### config.mk
export PLATFORM = sky130hd
export DESIGN_NAME = fmc_dvidp_dvi_out
export DESIGN_NICKNAME = d
export VERILOG_FILES = /design/src/rtl/fmc_dvidp_dvi_out.sv
export SDC_FILE = /design/constraint.sdc
export NUM_CORES = 1
export LEC_CHECK = 0
export CAP_MARGIN = 0
export CORE_MARGIN = 5
export CORE_UTILIZATION = 45
export CTS_BUF_LIST = sky130_fd_sc_hd__clkbuf_8
export DETAILED_ROUTE_END_ITERATION = 10
export GPL_TIMING_DRIVEN = 0
export MAX_ROUTING_LAYER = met4
export PLACE_DENSITY = 0.7
export SKIP_LAST_GASP = 1
export SLEW_MARGIN = 10
export SYNTH_ARGS = -nofsm -noshare
export SYNTH_HDL_FRONTEND = slang
export SYNTH_SLANG_ARGS = --single-unit
### constraint.sdc
create_clock -name clk -period 6.35 [get_ports clk]
set_clock_uncertainty 0.1 [all_clocks]
set_input_delay 1.5875 -clock clk [delete_from_list [all_inputs] [get_ports clk]]
set_output_delay 1.5875 -clock clk [all_outputs]
set_load 0.02 [all_outputs]
### src/rtl/fmc_dvidp_dvi_out.sv
// DVI transmit raster generator and pixel formatter with SOF-based stream alignment.
// Optional colour-bar fill when DVI_OUT_TEST_PATTERN_EN is defined (zero fill otherwise).
module fmc_dvidp_dvi_out #(
  parameter int unsigned H_ACTIVE = 1280,
  parameter int unsigned H_FP     = 110,
  parameter int unsigned H_SYNC   = 40,
  parameter int unsigned H_BP     = 220,
  parameter int unsigned V_ACTIVE = 720,
  parameter int unsigned V_FP     = 5,
  parameter int unsigned V_SYNC   = 5,
  parameter int unsigned V_BP     = 20,
  parameter bit          HS_POL   = 1'b1,
  parameter bit          VS_POL   = 1'b1
) (
  input  logic       clk,
  input  logic       rst_n,
  input  logic       ce,
  input  logic       pix_valid,
  output logic       pix_ready,
  input  logic       pix_sof,
  input  logic [7:0] pix_red,
  input  logic [7:0] pix_green,
  input  logic [7:0] pix_blue,
  output logic       de_o,
  output logic       vsync_o,
  output logic       hsync_o,
  output logic [7:0] red_o,
  output logic [7:0] green_o,
  output logic [7:0] blue_o,
  output logic       frame_start,
  output logic       underflow
);

  localparam int unsigned H_TOTAL = H_ACTIVE + H_FP + H_SYNC + H_BP;
  localparam int unsigned V_TOTAL = V_ACTIVE + V_FP + V_SYNC + V_BP;
  localparam int unsigned HW      = $clog2(H_TOTAL);
  localparam int unsigned VW      = $clog2(V_TOTAL);
  localparam int unsigned HS_BEG  = H_ACTIVE + H_FP;
  localparam int unsigned HS_END  = H_ACTIVE + H_FP + H_SYNC;
  localparam int unsigned VS_BEG  = V_ACTIVE + V_FP;
  localparam int unsigned VS_END  = V_ACTIVE + V_FP + V_SYNC;

  typedef enum logic {
    ST_ALIGN,
    ST_RUN
  } state_t;

  state_t      r_state;
  state_t      w_state_nxt;
  logic [HW-1:0] r_h_cnt;
  logic [VW-1:0] r_v_cnt;

  logic        r_s1_de, r_s1_hs, r_s1_vs;
  logic [23:0] r_s1_rgb;
  logic        r_s2_de, r_s2_hs, r_s2_vs;
  logic [23:0] r_s2_rgb;

  int unsigned w_h_u, w_v_u;
  logic        w_h_last, w_v_last;
  logic        w_active, w_origin, w_hs_on, w_vs_on;
  logic        w_ready, w_capture, w_underflow;
  logic [23:0] w_fill, w_rgb;

  always_comb begin
    w_h_u    = 32'(r_h_cnt);
    w_v_u    = 32'(r_v_cnt);
    w_h_last = (w_h_u == H_TOTAL - 1);
    w_v_last = (w_v_u == V_TOTAL - 1);
    w_active = (w_h_u < H_ACTIVE) && (w_v_u < V_ACTIVE);
    w_origin = (w_h_u == 0) && (w_v_u == 0);
    w_hs_on  = (w_h_u >= HS_BEG) && (w_h_u < HS_END);
    w_vs_on  = (w_v_u >= VS_BEG) && (w_v_u < VS_END);
  end

  always_ff @(posedge clk or negedge rst_n) begin
    if (!rst_n) begin
      r_h_cnt <= '0;
      r_v_cnt <= '0;
    end else if (ce) begin
      if (w_h_last) begin
        r_h_cnt <= '0;
        r_v_cnt <= w_v_last ? '0 : r_v_cnt + VW'(1);
      end else begin
        r_h_cnt <= r_h_cnt + HW'(1);
      end
    end
  end

`ifdef DVI_OUT_TEST_PATTERN_EN
  localparam int unsigned BAR_W = (H_ACTIVE / 8 == 0) ? 1 : H_ACTIVE / 8;
  logic [2:0] w_bar;

  always_comb begin
    w_bar = (w_h_u / BAR_W > 7) ? 3'd7 : 3'(w_h_u / BAR_W);
    case (w_bar)
      3'd0:    w_fill = 24'hFFFFFF;
      3'd1:    w_fill = 24'hFFFF00;
      3'd2:    w_fill = 24'h00FFFF;
      3'd3:    w_fill = 24'h00FF00;
      3'd4:    w_fill = 24'hFF00FF;
      3'd5:    w_fill = 24'hFF0000;
      3'd6:    w_fill = 24'h0000FF;
      default: w_fill = 24'h000000;
    endcase
  end
`else
  always_comb begin
    w_fill = '0;
  end
`endif

  // In ALIGN a SOF beat only passes at the raster origin; in RUN the frame
  // position and the SOF flag must agree or the stream drops back to ALIGN.
  always_comb begin
    w_state_nxt = r_state;
    w_ready     = 1'b0;
    w_capture   = 1'b0;
    w_underflow = 1'b0;
    case (r_state)
      ST_ALIGN: begin
        if (w_active && pix_valid) begin
          if (!pix_sof) begin
            w_ready = 1'b1;
          end else if (w_origin) begin
            w_ready     = 1'b1;
            w_capture   = 1'b1;
            w_state_nxt = ST_RUN;
          end
        end
      end
      ST_RUN: begin
        if (w_active) begin
          w_ready = 1'b1;
          if (!pix_valid) begin
            w_underflow = 1'b1;
            w_state_nxt = ST_ALIGN;
          end else if (pix_sof != w_origin) begin
            w_state_nxt = ST_ALIGN;
          end else begin
            w_capture = 1'b1;
          end
        end
      end
      default: w_state_nxt = ST_ALIGN;
    endcase
  end

  always_comb begin
    w_rgb = '0;
    if (w_active) begin
      w_rgb = w_capture ? {pix_red, pix_green, pix_blue} : w_fill;
    end
  end

  always_ff @(posedge clk or negedge rst_n) begin
    if (!rst_n) begin
      r_state <= ST_ALIGN;
    end else if (ce) begin
      r_state <= w_state_nxt;
    end
  end

  always_ff @(posedge clk or negedge rst_n) begin
    if (!rst_n) begin
      r_s1_de  <= 1'b0;
      r_s1_hs  <= ~HS_POL;
      r_s1_vs  <= ~VS_POL;
      r_s1_rgb <= '0;
      r_s2_de  <= 1'b0;
      r_s2_hs  <= ~HS_POL;
      r_s2_vs  <= ~VS_POL;
      r_s2_rgb <= '0;
    end else if (ce) begin
      r_s1_de  <= w_active;
      r_s1_hs  <= w_hs_on ~^ HS_POL;
      r_s1_vs  <= w_vs_on ~^ VS_POL;
      r_s1_rgb <= w_rgb;
      r_s2_de  <= r_s1_de;
      r_s2_hs  <= r_s1_hs;
      r_s2_vs  <= r_s1_vs;
      r_s2_rgb <= r_s1_rgb;
    end
  end

  // Combinational strobes are masked by rst_n so they read 0 while reset is held.
  assign pix_ready   = rst_n & ce & w_ready;
  assign frame_start = rst_n & ce & w_origin;
  assign underflow   = rst_n & ce & w_underflow;

  assign de_o    = r_s2_de;
  assign hsync_o = r_s2_hs;
  assign vsync_o = r_s2_vs;
  assign red_o   = r_s2_rgb[23:16];
  assign green_o = r_s2_rgb[15:8];
  assign blue_o  = r_s2_rgb[7:0];

endmodule

[Yosys cells after proc, flatten, opt, wreduce, memory -nomap -nowiden]
Index checks and enable logic that the tools add are counted.
Storage, ports and cells
  register bits after elaboration: 76
  latch bits: 0
  bits in writable memories: 0
  bits in read-only memories: 0
  input bits: 29
  memories: 0
Cells by class
  add/sub/neg operators: 2
  multipliers: 0
  div/mod/pow operators: 0
  magnitude comparators: 6
  eq/ne operators: 3
  shifts and indexed selects: 0
  muxes and demuxes: 20
  bitwise gates (word level): 5
  reductions and logical operators: 8
Operators with widths (number)
  two-way mux 24 bit: 2
  less-than comparator 11 bit, second input constant: 2
  less-than comparator 10 bit, second input constant: 2
  two-way mux 1 bit: 13
  adder 11 x 1 -> 11 bit, second input constant: 1
  == test 11 bit, second input constant: 1
  >= comparator 11 bit, second input constant: 1
  logical NOT 11 bit: 1
  two-way mux 11 bit: 1
  adder 10 x 1 -> 10 bit, second input constant: 1
  == test 10 bit, second input constant: 1
  >= comparator 10 bit, second input constant: 1
  logical NOT 10 bit: 1
  two-way mux 10 bit: 1
  case mux 1 bit (2 select lines): 3
  logical AND 1 bit: 5
  bitwise AND 1 bit: 4
  AND reduction 2 bit: 1
  != test 1 bit: 1
  NOT 1 bit: 1

[Longest topological paths before layout]
Gate-level depths: netlist (run 1).
  depth in word-level cells: 9
  gate-level depth with buffers: 11

[Worst setup path after synthesis (run 1)]
OpenSTA, ideal clock, no wires.
  path kind: input -> output
  start: in ce
  end: out frame_start
  arrival time: 2.856 ns
  path slack: 1.806 ns
  stages on the path: 3
  path buffers: 1
  cell sequence: buf_1 > clkinv_1 > nor4_1
Between the ends
  word-level cells in the longest chain between the ends: 2
RTL lines
  from (decl): line 17  | input logic ce,
  bitwise AND 1 bit (2 in series): line 187  | assign frame_start = rst_n & ce & w_origin;
  to (decl): line 30  | output logic frame_start,
No other way between the ends.

[Final worst setup path (run 1)]
Same ends and word-level chain as after synthesis.

==> key figures, run 1 <==
STA
  – Setup TNS Final: 0 ps
  – Slew headroom: 51.73%
  – Worst slew pin tran: 717.4 ps
  – Min Tclk post-route: 5778 ps
  – Final period utilization: 90.98%
  – Final setup viols: 0
  – Final hold vios: 0
  – Fin Hold WS: 395.8 ps
  – RSZ-0062 raised after global routing: false
  – Max Slew Vio Count: 0
  – Max Fclk: 173.1 MHz

Synthesis
  – Post-synth top area cell: dfrtp_1
  – Number of flops mapped to enable cells by yosys: 0
  – Cell count after synthesis: 279
  – Syn_area_per_cell: 12.21 sq um
  – Distinct cells, synth: 52
  – Post-Syn Nets: 317
  – Synth area leaders: dfrtp_1, mux2_2, a22o_1
  – Synth top area share: 55.84%
  – Total number of yosys warnings: 0
  – Prevailing post-synth register cell: dfrtp_1
  – FF+latch count, synth: 76
  – Sequential area share after synthesis: 55.84%
  – Mapped cell area: 3406 sq um
  – Share of flip-flops with an asynchronous set or reset: 100.0%

CTS
  – H-tree Lvls: 3
  – Skew-Pair Late Insertion Delay: 340 ps
  – Longest Clk Path Bufs: 2
  – CTS Hold Buffers Added: 0
  – Post-CTS resize count: 0
  – Post-CTS setup buffer count: 0
  – Clk pin slew, worst setup/hold paths: 80 ps
  – CTS tree: yes
  – Num CTS Buffers: 9
  – # clock sinks: 76
  – CTS root buf: clkbuf_8

Finish
  – Antenna diode count: 0
  – Non-filler cells, final: 453
  – Fin area: 4360 sq um
  – Layout area overhead: 28.03%
  – Commonest cells after routing, fill and taps aside: dfrtp_1, clkdlybuf4s50_1, mux2_2, a22o_1, nand2_1
  – Commonest non-fill, non-tap cell in the layout: dfrtp_1
  – FILL cells: 667
  – Nets@finish: 387
  – Share of cells above drive strength 1: 16.95%

Routing
  – DR iter-0 viols: 158
  – Routed length per instance: 16.87 microns
  – Via density: 5.481
  – Post-Route WL: 7.643 mm
  – Routed Antenna Nets: 0
  – DRC violations left: 0
  – DR pass1 iterations: 4
  – Total number of vias: 2,483

Pwr
  – PwrDens: 236.5 nW/um^2
  – Total power: 1.031 mW
  – Max VDD drop: 0.1725 mV
  – Pleak: 1.972 nW

Die
  – Die W: 97.00 microns
  – Vert. Die Dim: 97.00 microns
  – Row cnt: 31
  – I/O pin count: 59
  – Placeable Area: 7292 sq um
  – Starting Density: 46.71%
  – DIE AREA: 9408 sq um

Critical path
  – Setup CP Type: input pin to primary output
  – Setup crit end: frame_start
  – R2R Setup Slk: 3540 ps
  – WP data arrival: 4090 ps
  – Worst setup path start: ce
  – Required time of the critical path: 4660 ps
  – CP Capture Type: primary output
  – FF-to-FF Start: r_h_cnt[8]
  – RR Endpoint: r_s1_rgb[4]
  – Crit Path Max Fanout: 10
  – Worst Reg-to-Reg Cells: 9
  – CP Launch Type: input pin

Placement
  – Area after DPL: 4135 sq um
  – Placer Congestion: 0.8673
  – Post-Place Cells: 437
  – Buffers on Ports: 58
  – Hpwl dp: 5.415 mm

Worst hold path
  – HP Class: flop to flop

Global route
  – GRT overflow: 0
  – Initial antenna violation count: 0
  – First-pass GRT wire length: 13.14 mm
  – Gr usage total: 17.57%
  – Vias in the first global route: 2,620
  – Largest net degree at the start of global routing: 59

Job
  – Max-cap violations: 0

Run status
  – Status: complete, no violations
==> cell usage after synthesis, drive strengths merged, types with 2 or more instances <==
| library cell | number |
|---|---|
| o21ai | 9 |
| buf | 10 |
| mux2 | 27 |
| and3 | 3 |
| nor2 | 7 |
| dfrtp | 76 |
| mux2i | 2 |
| o31ai | 2 |
| and2 | 2 |
| o22ai | 2 |
| or3 | 2 |
| or2 | 2 |
| nor4 | 5 |
| a22o | 24 |
| a31oi | 4 |
| nand2 | 14 |
| xor2 | 2 |
| ha | 9 |
| and4 | 5 |
| nand4 | 3 |
| inv | 12 |
| a2bb2oi | 2 |
| nand3 | 11 |
| or4 | 4 |
| clkbuf | 3 |
| nor3b | 2 |
| o2bb2ai | 3 |
| nand2b | 4 |
| xnor2 | 5 |
| a21o | 2 |
| nor3 | 3 |
| a21oi | 5 |
==> report_power, final <==
group	total, mW	internal [mW]	switching [mW]
logic	0.108	0.0498	0.0585
registers	0.514	0.498	0.0162
clock network	0.409	0.231	0.178
total	1.03	0.779	0.253
==> kinds of logic after synthesis <==
group / after synthesis / synth area share, %
adder cells (fa/ha/maj): 9 / 3.306
flip-flops: 76 / 55.84
buffers and inverters: 26 / 3.086
multiplexers: 29 / 9.515
XOR/XNOR: 7 / 1.800
AO/OA/AOI/OAI: 61 / 13.52
AND/OR/NAND/NOR: 71 / 12.93
==> layout make-up <==
| type | instances | area (sq um) | area share, % |
|---|---|---|---|
| Inverter | 13 | 48.80 | 1.119 |
| Buffer | 13 | 56.30 | 1.291 |
| Timing Repair Buffer | 59 | 605.6 | 13.89 |
| Multi-Input combinational cell | 177 | 1399 | 32.08 |
| Tap cell | 99 | 123.9 | 2.841 |
| Sequential cell | 76 | 1902 | 43.62 |
| Clock inverter | 6 | 87.58 | 2.009 |
| Clock buffer | 10 | 137.6 | 3.156 |
==> through the flow <==
step	utilization, %	worst slack (ps)
after floorplan	-	1806
after global placement	56.37	-1291
after detailed placement	56.71	538.7
after CTS	59.80	544.7
after global routing	59.80	439.3
final	59.80	572.5
==> critical path, cell delays in order <==
cell,delay [ps]
clkdlybuf4s50_1,560
buf_1,450
clkinv_1,450
nor4_1,390
clkdlybuf4s50_1,660
==> registers in the layout, summed over array words and instances, names as in the netlist <==
| register | cells |
|---|---|
| r_s1_vs | 1 |
| r_state | 1 |
| r_s1_de | 1 |
| vsync_o | 1 |
| r_s1_hs | 1 |
| de_o | 1 |
| hsync_o | 1 |
| r_h_cnt | 11 |
| r_s1_rgb | 24 |
| r_s2_rgb | 24 |
| r_v_cnt | 10 |
==> routing by layer <==
layer	vias up	global-route usage, %	wire (microns)
li1	1172	-	-
met1	1238	23.19	3620
met2	63	25.90	3471
met3	10	5.827	451
met4	0	5.076	100
met5	-	-	0
==> how the worst min path moves through the flow <==
| stage | startpoint | end | slack [ps] | cells past startpoint |
|---|---|---|---|---|
| final | r_s1_vs | r_s1_vs | 400 | 1 |
| after global routing | r_s1_rgb[9] | r_s1_rgb[9] | 420 | 1 |
| after CTS | r_s1_vs | r_s1_vs | 400 | 1 |
| after detailed placement | r_s1_vs | r_s1_vs | 380 | 1 |
| after global placement | r_s1_hs | r_s1_hs | 370 | 1 |
| after floorplan | r_s1_hs | r_s1_hs | 350 | 1 |
Power figures use the tool's default switching activity.
==> run 2: changes to the inputs <==
Settings changed: SKIP_CTS_REPAIR_TIMING set to 1.
==> results of run 2 <==
Same layout as run 1: the final DEF is identical, and so are final timing and power.
==> run 3: changes to the inputs <==
Settings changed: ABC_CLOCK_PERIOD_IN_PS set to 6350.
==> results of run 3 <==
Same layout as run 1: the final DEF is identical, and so are final timing and power.
